--- src/rtl/conv_window_gen_if.sv ---
// Pixel stream into conv_window_gen: one beat per cycle with pix_valid high, sof marks pixel (0,0).
// There is no ready: the slave accepts every beat, and sof is ignored unless pix_valid is also high.
interface conv_window_gen_if #(
    parameter int IMA = 8
);
    logic [IMA-1:0] pix_in;
    logic           pix_valid;
    logic           sof;

    modport master (output pix_in, output pix_valid, output sof);
    modport slave  (input  pix_in, input  pix_valid, input  sof);
endinterface

--- src/rtl/conv_window_gen.sv ---
// Sliding KxK window generator: K-1 line buffers feed a KxK shift window, one window per complete beat.
// Optional macro CONV_WIN_STRIDE2_EN: only windows at even output row and column are emitted.
module conv_window_gen #(
    parameter int IMA   = 8,
    parameter int K     = 7,
    parameter int IMG_W = 28,
    parameter int IMG_H = 28
) (
    input  logic               clk,
    input  logic               rst_n,
    conv_window_gen_if.slave   pix,
    output logic [IMA*K*K-1:0] ima,
    output logic               enable,
    output logic [15:0]        out_row,
    output logic [15:0]        out_col,
    output logic               frame_done,
    output logic [1:0]         state_dbg
);
    localparam int CW = (IMG_W > 1) ? $clog2(IMG_W) : 1;
    localparam logic [15:0] LAST_ROW = 16'(IMG_H - 1);
    localparam logic [15:0] LAST_COL = 16'(IMG_W - 1);
    localparam logic [15:0] KM1      = 16'(K - 1);
`ifdef CONV_WIN_STRIDE2_EN
    localparam logic [15:0] LAST_OROW = 16'(((IMG_H - K) / 2) * 2);
    localparam logic [15:0] LAST_OCOL = 16'(((IMG_W - K) / 2) * 2);
`else
    localparam logic [15:0] LAST_OROW = 16'(IMG_H - K);
    localparam logic [15:0] LAST_OCOL = 16'(IMG_W - K);
`endif

    typedef enum logic [1:0] {
        S_IDLE = 2'd0,
        S_RUN  = 2'd1,
        S_DONE = 2'd2
    } state_t;

    state_t             state_q, state_d;
    logic [15:0]        row_q, row_d, col_q, col_d;
    logic [15:0]        out_row_q, out_row_d, out_col_q, out_col_d;
    logic               enable_q, enable_d, frame_done_q, frame_done_d;
    logic [IMA*K*K-1:0] ima_q, ima_d;
    logic [IMA-1:0]     linebuf_q [K-1][IMG_W];
    logic [IMA-1:0]     linebuf_d [K-1][IMG_W];
    logic [IMA-1:0]     win_q [K][K];
    logic [IMA-1:0]     win_d [K][K];

    logic               accept, last_pix, complete, stride_ok;
    logic [15:0]        cur_row, cur_col, orow, ocol;
    logic [CW-1:0]      col_idx;

    // cur_row/cur_col is the position of the beat on the bus; row_q/col_q is where the next beat lands.
    always_comb begin
        state_d = state_q;
        row_d   = row_q;
        col_d   = col_q;
        accept  = 1'b0;
        cur_row = row_q;
        cur_col = col_q;
        if (pix.pix_valid) begin
            if (state_q == S_RUN) accept = 1'b1;
            else                  accept = pix.sof;
            if (pix.sof) begin
                cur_row = '0;
                cur_col = '0;
            end
        end
        last_pix = accept && (cur_row == LAST_ROW) && (cur_col == LAST_COL);
        if (accept) begin
            if (last_pix) begin
                state_d = S_DONE;
                row_d   = '0;
                col_d   = '0;
            end else begin
                state_d = S_RUN;
                if (cur_col == LAST_COL) begin
                    col_d = '0;
                    row_d = cur_row + 16'd1;
                end else begin
                    col_d = cur_col + 16'd1;
                    row_d = cur_row;
                end
            end
        end
    end

    assign col_idx = cur_col[CW-1:0];

    always_comb begin
        linebuf_d = linebuf_q;
        win_d     = win_q;
        if (accept) begin
            for (int r = 0; r < K; r++) begin
                for (int c = 0; c < K - 1; c++) win_d[r][c] = win_q[r][c+1];
            end
            for (int r = 0; r < K - 1; r++) win_d[r][K-1] = linebuf_q[r][col_idx];
            win_d[K-1][K-1] = pix.pix_in;
            for (int r = 0; r < K - 2; r++) linebuf_d[r][col_idx] = linebuf_q[r+1][col_idx];
            linebuf_d[K-2][col_idx] = pix.pix_in;
        end
    end

    // A window is only whole once the last K beats sat in one row and K rows have been seen.
    always_comb begin
        orow     = cur_row - KM1;
        ocol     = cur_col - KM1;
        complete = accept && (cur_row >= KM1) && (cur_col >= KM1);
`ifdef CONV_WIN_STRIDE2_EN
        stride_ok = ~orow[0] & ~ocol[0];
`else
        stride_ok = 1'b1;
`endif
        enable_d     = complete && stride_ok;
        frame_done_d = enable_d && (orow == LAST_OROW) && (ocol == LAST_OCOL);
        out_row_d    = out_row_q;
        out_col_d    = out_col_q;
        ima_d        = ima_q;
        if (enable_d) begin
            out_row_d = orow;
            out_col_d = ocol;
            for (int r = 0; r < K; r++) begin
                for (int c = 0; c < K; c++) ima_d[IMA*(r*K+c) +: IMA] = win_d[r][c];
            end
        end
    end

    always_ff @(posedge clk or negedge rst_n) begin
        if (!rst_n) begin
            state_q      <= S_IDLE;
            row_q        <= '0;
            col_q        <= '0;
            out_row_q    <= '0;
            out_col_q    <= '0;
            enable_q     <= 1'b0;
            frame_done_q <= 1'b0;
            ima_q        <= '0;
        end else begin
            state_q      <= state_d;
            row_q        <= row_d;
            col_q        <= col_d;
            out_row_q    <= out_row_d;
            out_col_q    <= out_col_d;
            enable_q     <= enable_d;
            frame_done_q <= frame_done_d;
            ima_q        <= ima_d;
        end
    end

    // Storage never reaches the outputs before it is rewritten, so it carries no reset.
    always_ff @(posedge clk) begin
        linebuf_q <= linebuf_d;
        win_q     <= win_d;
    end

    assign ima        = ima_q;
    assign enable     = enable_q;
    assign out_row    = out_row_q;
    assign out_col    = out_col_q;
    assign frame_done = frame_done_q;
    assign state_dbg  = state_q;
endmodule

--- src/flat_wrapper.sv ---
// flat-port wrapper written by rule: the top's interface ports become plain ports
module conv_window_gen_flat 
#(
    parameter int IMA   = 8,
    parameter int K     = 7,
    parameter int IMG_W = 28,
    parameter int IMG_H = 28
)
  (clk, rst_n, ima, enable, out_row, out_col, frame_done, state_dbg, pix_pix_in, pix_pix_valid, pix_sof);
  conv_window_gen_if #(.IMA(IMA)) pix_i ();
  input  logic clk;
  input  logic rst_n;
  output logic [IMA*K*K-1:0] ima;
  output logic enable;
  output logic [15:0] out_row;
  output logic [15:0] out_col;
  output logic frame_done;
  output logic [1:0] state_dbg;
  input wire logic [$bits(pix_i.pix_in)-1:0] pix_pix_in;
  input wire logic [$bits(pix_i.pix_valid)-1:0] pix_pix_valid;
  input wire logic [$bits(pix_i.sof)-1:0] pix_sof;
  assign pix_i.pix_in = pix_pix_in;
  assign pix_i.pix_valid = pix_pix_valid;
  assign pix_i.sof = pix_sof;
  conv_window_gen #(.IMA(IMA), .K(K), .IMG_W(IMG_W), .IMG_H(IMG_H)) u_core (.clk(clk), .rst_n(rst_n), .pix(pix_i), .ima(ima), .enable(enable), .out_row(out_row), .out_col(out_col), .frame_done(frame_done), .state_dbg(state_dbg));
endmodule
--- config.mk ---
export PLATFORM = sky130hd
export DESIGN_NAME = conv_window_gen_flat
export DESIGN_NICKNAME = d
export VERILOG_FILES = /design/src/rtl/conv_window_gen_if.sv /design/src/rtl/conv_window_gen.sv /design/src/flat_wrapper.sv
export SDC_FILE = /design/constraint.sdc
export NUM_CORES = 2
export LEC_CHECK = 0
export CAP_MARGIN = 20
export CORE_MARGIN = 3
export CORE_UTILIZATION = 33
export DETAILED_ROUTE_END_ITERATION = 12
export PLACE_DENSITY = 0.46
export SLEW_MARGIN = 20
export SYNTH_ARGS = -nofsm -noshare
export SYNTH_HDL_FRONTEND = slang
export SYNTH_SLANG_ARGS = --single-unit
--- constraint.sdc ---
create_clock -name clk -period 8.2 [get_ports clk]
set_input_delay 1.23 -clock clk [delete_from_list [all_inputs] [get_ports clk]]
set_output_delay 1.23 -clock clk [all_outputs]
set_load 0.1 [all_outputs]
# After elaboration in Yosys (flattened, before gate mapping)
# Index checks and enable logic that the tools add are counted.
# op_classes
addsub	4
magnitude_cmp	4
eq_ne	5
muxes	38
n_bitwise	1
reduce_logical	7
# ops
cell	count
bitwise mux 224 bit	6
2-to-1 mux 392 bit	1
binary-select mux 8 bit (select 5 bit)	6
2-to-1 mux 16 bit	8
2-to-1 mux 8 bit	13
equality test 16 x 5 -> 1 bit (second input constant)	4
demux 8 bit (select 5 bit)	1
adder 16 x 1 -> 16 bit (second input constant)	2
>= comparator 16 x 3 -> 1 bit (second input constant)	2
subtractor 16 x 3 -> 16 bit (second input constant)	2
logical AND 1 bit	7
>= comparator 6 bit (second input constant)	1
< comparator 6 x 1 -> 1 bit (second input constant)	1
inverter 5 -> 6 bit	1
equality test 2 x 1 -> 1 bit (second input constant)	1
2-to-1 mux 1 bit	2
2-to-1 mux 2 bit	1
# word_totals
reg_bits	2196
inputBits	12
output_inout_bits	428
word_cells	284

# Depth between registers and ports, before layout
# logic_depth
word_depth	8
ltp_mapped	16
mapped_depth_nobuf	10

# Worst setup path before layout
# Ideal clock, no wire load.
# synth_path
path_kind	input to register
start	input port pix_pix_valid
end	register u_core.linebuf_q[1088] (netlist bit), enable pin
setup_time_ns	0.590
arrival_time_ns	7.744
t_required_ns	7.610
path_slack_ns	-0.134
cell_stages	9
n_path_buf	5
path_cell_list	buf_4 -> a21bo_2 -> inv_2 -> buf_2 -> buf_2 -> buf_2 -> ha_1 -> clkbuf_1 -> nor4b_1
# synth_between
elab_chain_cells	1
# synth_lines
element	line_no	source
start: declaration	flat_wrapper.sv:20	input wire logic [$bits(pix_i.pix_valid)-1:0] pix_pix_valid;
2-to-1 mux 1 bit	conv_window_gen.sv:59	if (pix.pix_valid) begin
end signal: assignment	conv_window_gen.sv:150	linebuf_q <= linebuf_d;
end: declaration	conv_window_gen.sv:42	logic [IMA-1:0] linebuf_q [K-1][IMG_W];
# Every way passes these cells.
# A chain may end at the register's enable or synchronous reset.

# Worst setup path after layout
# layout_path
start	input port pix_pix_valid
end	register u_core.linebuf_q[966] (netlist bit) (data pin)
# layout_between
elab_chain_cells	7
word_cells_on_any_way	11
# layout_lines
element	line_no	source
2-to-1 mux 16 bit (*)	conv_window_gen.sv:59	
inverter 5 -> 6 bit (implied by the code) (*)	conv_window_gen.sv:97	for (int r = 0; r < K - 2; r++) linebuf_d[r][col_idx] = linebuf_q[r+1][col_idx];
>= comparator 6 bit (implied by the code) or < comparator 6 x 1 -> 1 bit (tied branches)	conv_window_gen.sv:97	
logical AND 1 bit (implied by the code)	conv_window_gen.sv:97	
2-to-1 mux 8 bit (implied by the code)	conv_window_gen.sv:97	
demux 8 bit (select 5 bit)	conv_window_gen.sv:97	
bitwise mux 224 bit (*)	conv_window_gen.sv:97	
# Mark *: on every way between the ends. The rest lies on a longest branch, timed or not. The select of a mux whose other input is x is not followed.

==> results.sh <==
export IMPL_status="finished, final reports clean"
export IMPL_regArea_mm2=0.0597
export IMPL_slew_violations=0
export IMPL_synth_top_area_share_pct=46.9
export IMPL_final_hold_violation_count=0
export IMPL_synth_nets=7057
export IMPL_min_period_ps=5270
export IMPL_relSlewSlack_pct=18.8
export IMPL_syn_inst=7037
export IMPL_final_cell_mix="2298 x nand2_1, 1344 x edfxtp_1, 458 x dfrtp_1, 425 x clkdlybuf4s50_1, 392 x dfxtp_1"
export IMPL_die_h_um=517
export IMPL_dp_slack_ps=2190
export IMPL_ys_ff_latch=2196
export IMPL_placementRows=186
export IMPL_hp_class="in2async"
export IMPL_ys_top_cells_by_area="edfxtp_1 47%, dfrtp_1 13%, nand2_1 10%"
export IMPL_core_mm2=0.258
export IMPL_wl_met1_um=137000
export IMPL_fin_crit_sh_pct=64.2
export IMPL_cts_tree="done"
export IMPL_skew_ps=61.8
export IMPL_max_freq_mhz=190
export IMPL_setup_viol=0
export IMPL_clock_sinks=2196
export IMPL_fillers=24700
export IMPL_wl_met2_um=132000
export IMPL_grt_max_degree=202
export IMPL_tightest_slew_ps=1210
export IMPL_synth_edf_count=1344
export IMPL_antenna_found_initial=15
export IMPL_grt_pass1_wl_um=420000
export IMPL_clk_latency_ps=880
export IMPL_netlist_area_mm2=0.0861
export IMPL_route_detailed_wl_per_inst_um=27.0
export IMPL_area_growth_pct=18.1
export IMPL_drc=0
export IMPL_crit_type="in2reg"
export IMPL_postCtsHoldBufs=0
export IMPL_multiInputGateArea_mm2=0.0240
export IMPL_critical_path_max_stage_delay_ps=950
export IMPL_die_x_um=517
export IMPL_synth_main_ff_cell="edfxtp_1"
export IMPL_p_per_area_mw_per_mm2=342
export IMPL_worstPathCellList="buf_4, nand2_4, nand2_2, buf_4, a221o_1, nand3_1, o31ai_1, inv_1"
export IMPL_synth_yosys_warnings=0
export IMPL_setup_ws_ps=2930
export IMPL_hpwlAfterDp_um=170000
export IMPL_setup_tns_ps=0
export IMPL_clkTransAtPathRegs_ps=60
export IMPL_gp_congestion=0.809
export IMPL_synth_largest_area_cell="edfxtp_1"
export IMPL_first_pass_iters=5
export IMPL_cts_htree_levels=4
export IMPL_rsz0062_at_grt="no"
export IMPL_cap_viol_max_count=0
export IMPL_required_ps=8600
export IMPL_r2r_slack_ps=3060
export IMPL_first_global_vias=55300
export IMPL_grt_ovfl_total=0
export IMPL_cp_max_fo=40
export IMPL_initial_core_util_pct=33.3
export IMPL_critPathSlowestCell="o31ai_1"
export IMPL_grtUsageTotal_pct=21.6
export IMPL_die_area_mm2=0.267
export IMPL_dr_first_iter_drc_count=5565
export IMPL_vias_per_cell=5.25
export IMPL_peakVddDrop_mv=0.215
export IMPL_cp_arrival_ps=5670
export IMPL_vias=57500
export IMPL_cts_buffers=230
export IMPL_cts_repair_resize_count=0
export IMPL_ys_seq_area_share_pct=69.3
export IMPL_ys_types=95
export IMPL_wl_um=296000
export IMPL_cts_setup_buffers=0
export IMPL_drive_gt1_share_pct=9.32
export IMPL_io_pins=440
export IMPL_cellLeakagePower_nw=39.9
export IMPL_async_flop_share_pct=20.9
export IMPL_io_buffers=439
export IMPL_wl_met3_um=22000
export IMPL_final_nets=7388
export IMPL_start_kind="input port"
export IMPL_avgSynthCellArea_um2=12.2
export IMPL_clockRootBuffer="clkbuf_16"
export IMPL_endpoint_kind="flop"
export IMPL_worst_path_most_repeated_cell="buf_4"
export IMPL_final_common_cell="nand2_1"
export IMPL_ant_nets=0
export IMPL_max_clock_path_buffers=3
export IMPL_routed_top_layer="met4"
export IMPL_reg2reg_depth=7
## per-stage QoR
stage | hold slack, ps | instances | utilization (%) | area (um^2) | power (mW)
5_1_grt | 351 | 11000 | 39.4 | 102000 | 36.2
3_3_place_gp | 428 | 10500 | 36.3 | 93800 | 24.3
2_1_floorplan | 418 | 7037 | - | 86100 | 20.9
3_5_place_dp | 432 | 10500 | 36.3 | 93900 | 24.4
4_1_cts | 310 | 11000 | 39.4 | 102000 | 35.1
6_report | 361 | 11000 | 39.4 | 102000 | 34.8
## routing by layer
| metal | GRT usage, % | vias up |
|---|---|---|
| met1 | 31.7 | 29500 |
| li1 | - | 25700 |
| met5 | 0 | - |
| met2 | 33.1 | 1989 |
| met3 | 4.26 | 322 |
| met4 | 4.45 | 0 |
## final cells by class
class / count / area share [%]
inverters: 52 / 0.212
clock buffers: 323 / 6.50
multi-input cells: 4304 / 23.6
clock inverters: 113 / 1.18
repair buffers: 584 / 5.64
well taps: 3384 / 4.16
diodes: 5 / 0.0123
flip-flops and latches: 2196 / 58.7
## state kept, by name (all words and copies together), names as in the netlist, 2 cells and up
register and flops:
u_core.col_q 16, u_core.ima 392, u_core.linebuf_q 1344, u_core.out_col 16
u_core.out_row 16, u_core.row_q 16, u_core.state_dbg 2, u_core.win_q 392
## where the power goes
part	switching [mW]	internal (mW)	total [mW]
Combinational	7.44	1.97	9.41
Sequential	0.887	13.8	14.7
Clock	4.54	6.17	10.7
Total	12.9	22.0	34.8
## critical path: cells and delay by family
family	cells	cell delay, ps
AOI/OAI and AO/OA	2	1130
buffers and inverters	3	1740
and+or+nand+nor	3	1380
## cells in the mapped netlist, types with 15 or more instances
master / n
nand2_1: 2303
edfxtp_1: 1344
dfrtp_1: 460
dfxtp_1: 392
mux2i_1: 249
a21oi_1: 233
o22ai_1: 212
nand2b_1: 207
buf_2: 191
clkbuf_1: 180
a221o_1: 161
nor2_1: 130
o21ai_0: 105
o21ai_1: 72
mux4_2: 63
nand3_1: 50
inv_1: 48
buf_6: 45
nand4_1: 43
a21o_1: 41
buf_1: 35
buf_4: 30
and3_1: 28
a211oi_1: 26
o31ai_1: 26
o211ai_1: 24
nor2b_1: 23
a31oi_1: 20
nor3_1: 20
a221oi_1: 17
mux2_2: 17
nand3b_1: 15
## cell families after synthesis
family	count (synthesis)	share of synthesized area (%)
buffers and inverters	537	3.19
DFF	2196	69.3
muxes	329	4.76
xor gates and xnor gates	19	0.193
adders and majority gates	8	0.116
AOI/OAI and AO/OA	1049	8.29
and+or+nand+nor	2899	14.1
## path summary, 6_finish.rpt
check                                   from                     end
hold / removal                         rst_n         u_core.ima[235]
max in group asynchronous              rst_n         u_core.col_q[0]
min in group clk           u_core.win_q[335]       u_core.win_q[335]
setup reg to reg             u_core.col_q[0]  u_core.linebuf_q[1261]
hold reg to reg            u_core.win_q[335]       u_core.win_q[335]
setup / recovery               pix_pix_valid   u_core.linebuf_q[966]
No activity file was read; power rests on OpenSTA's default activity.
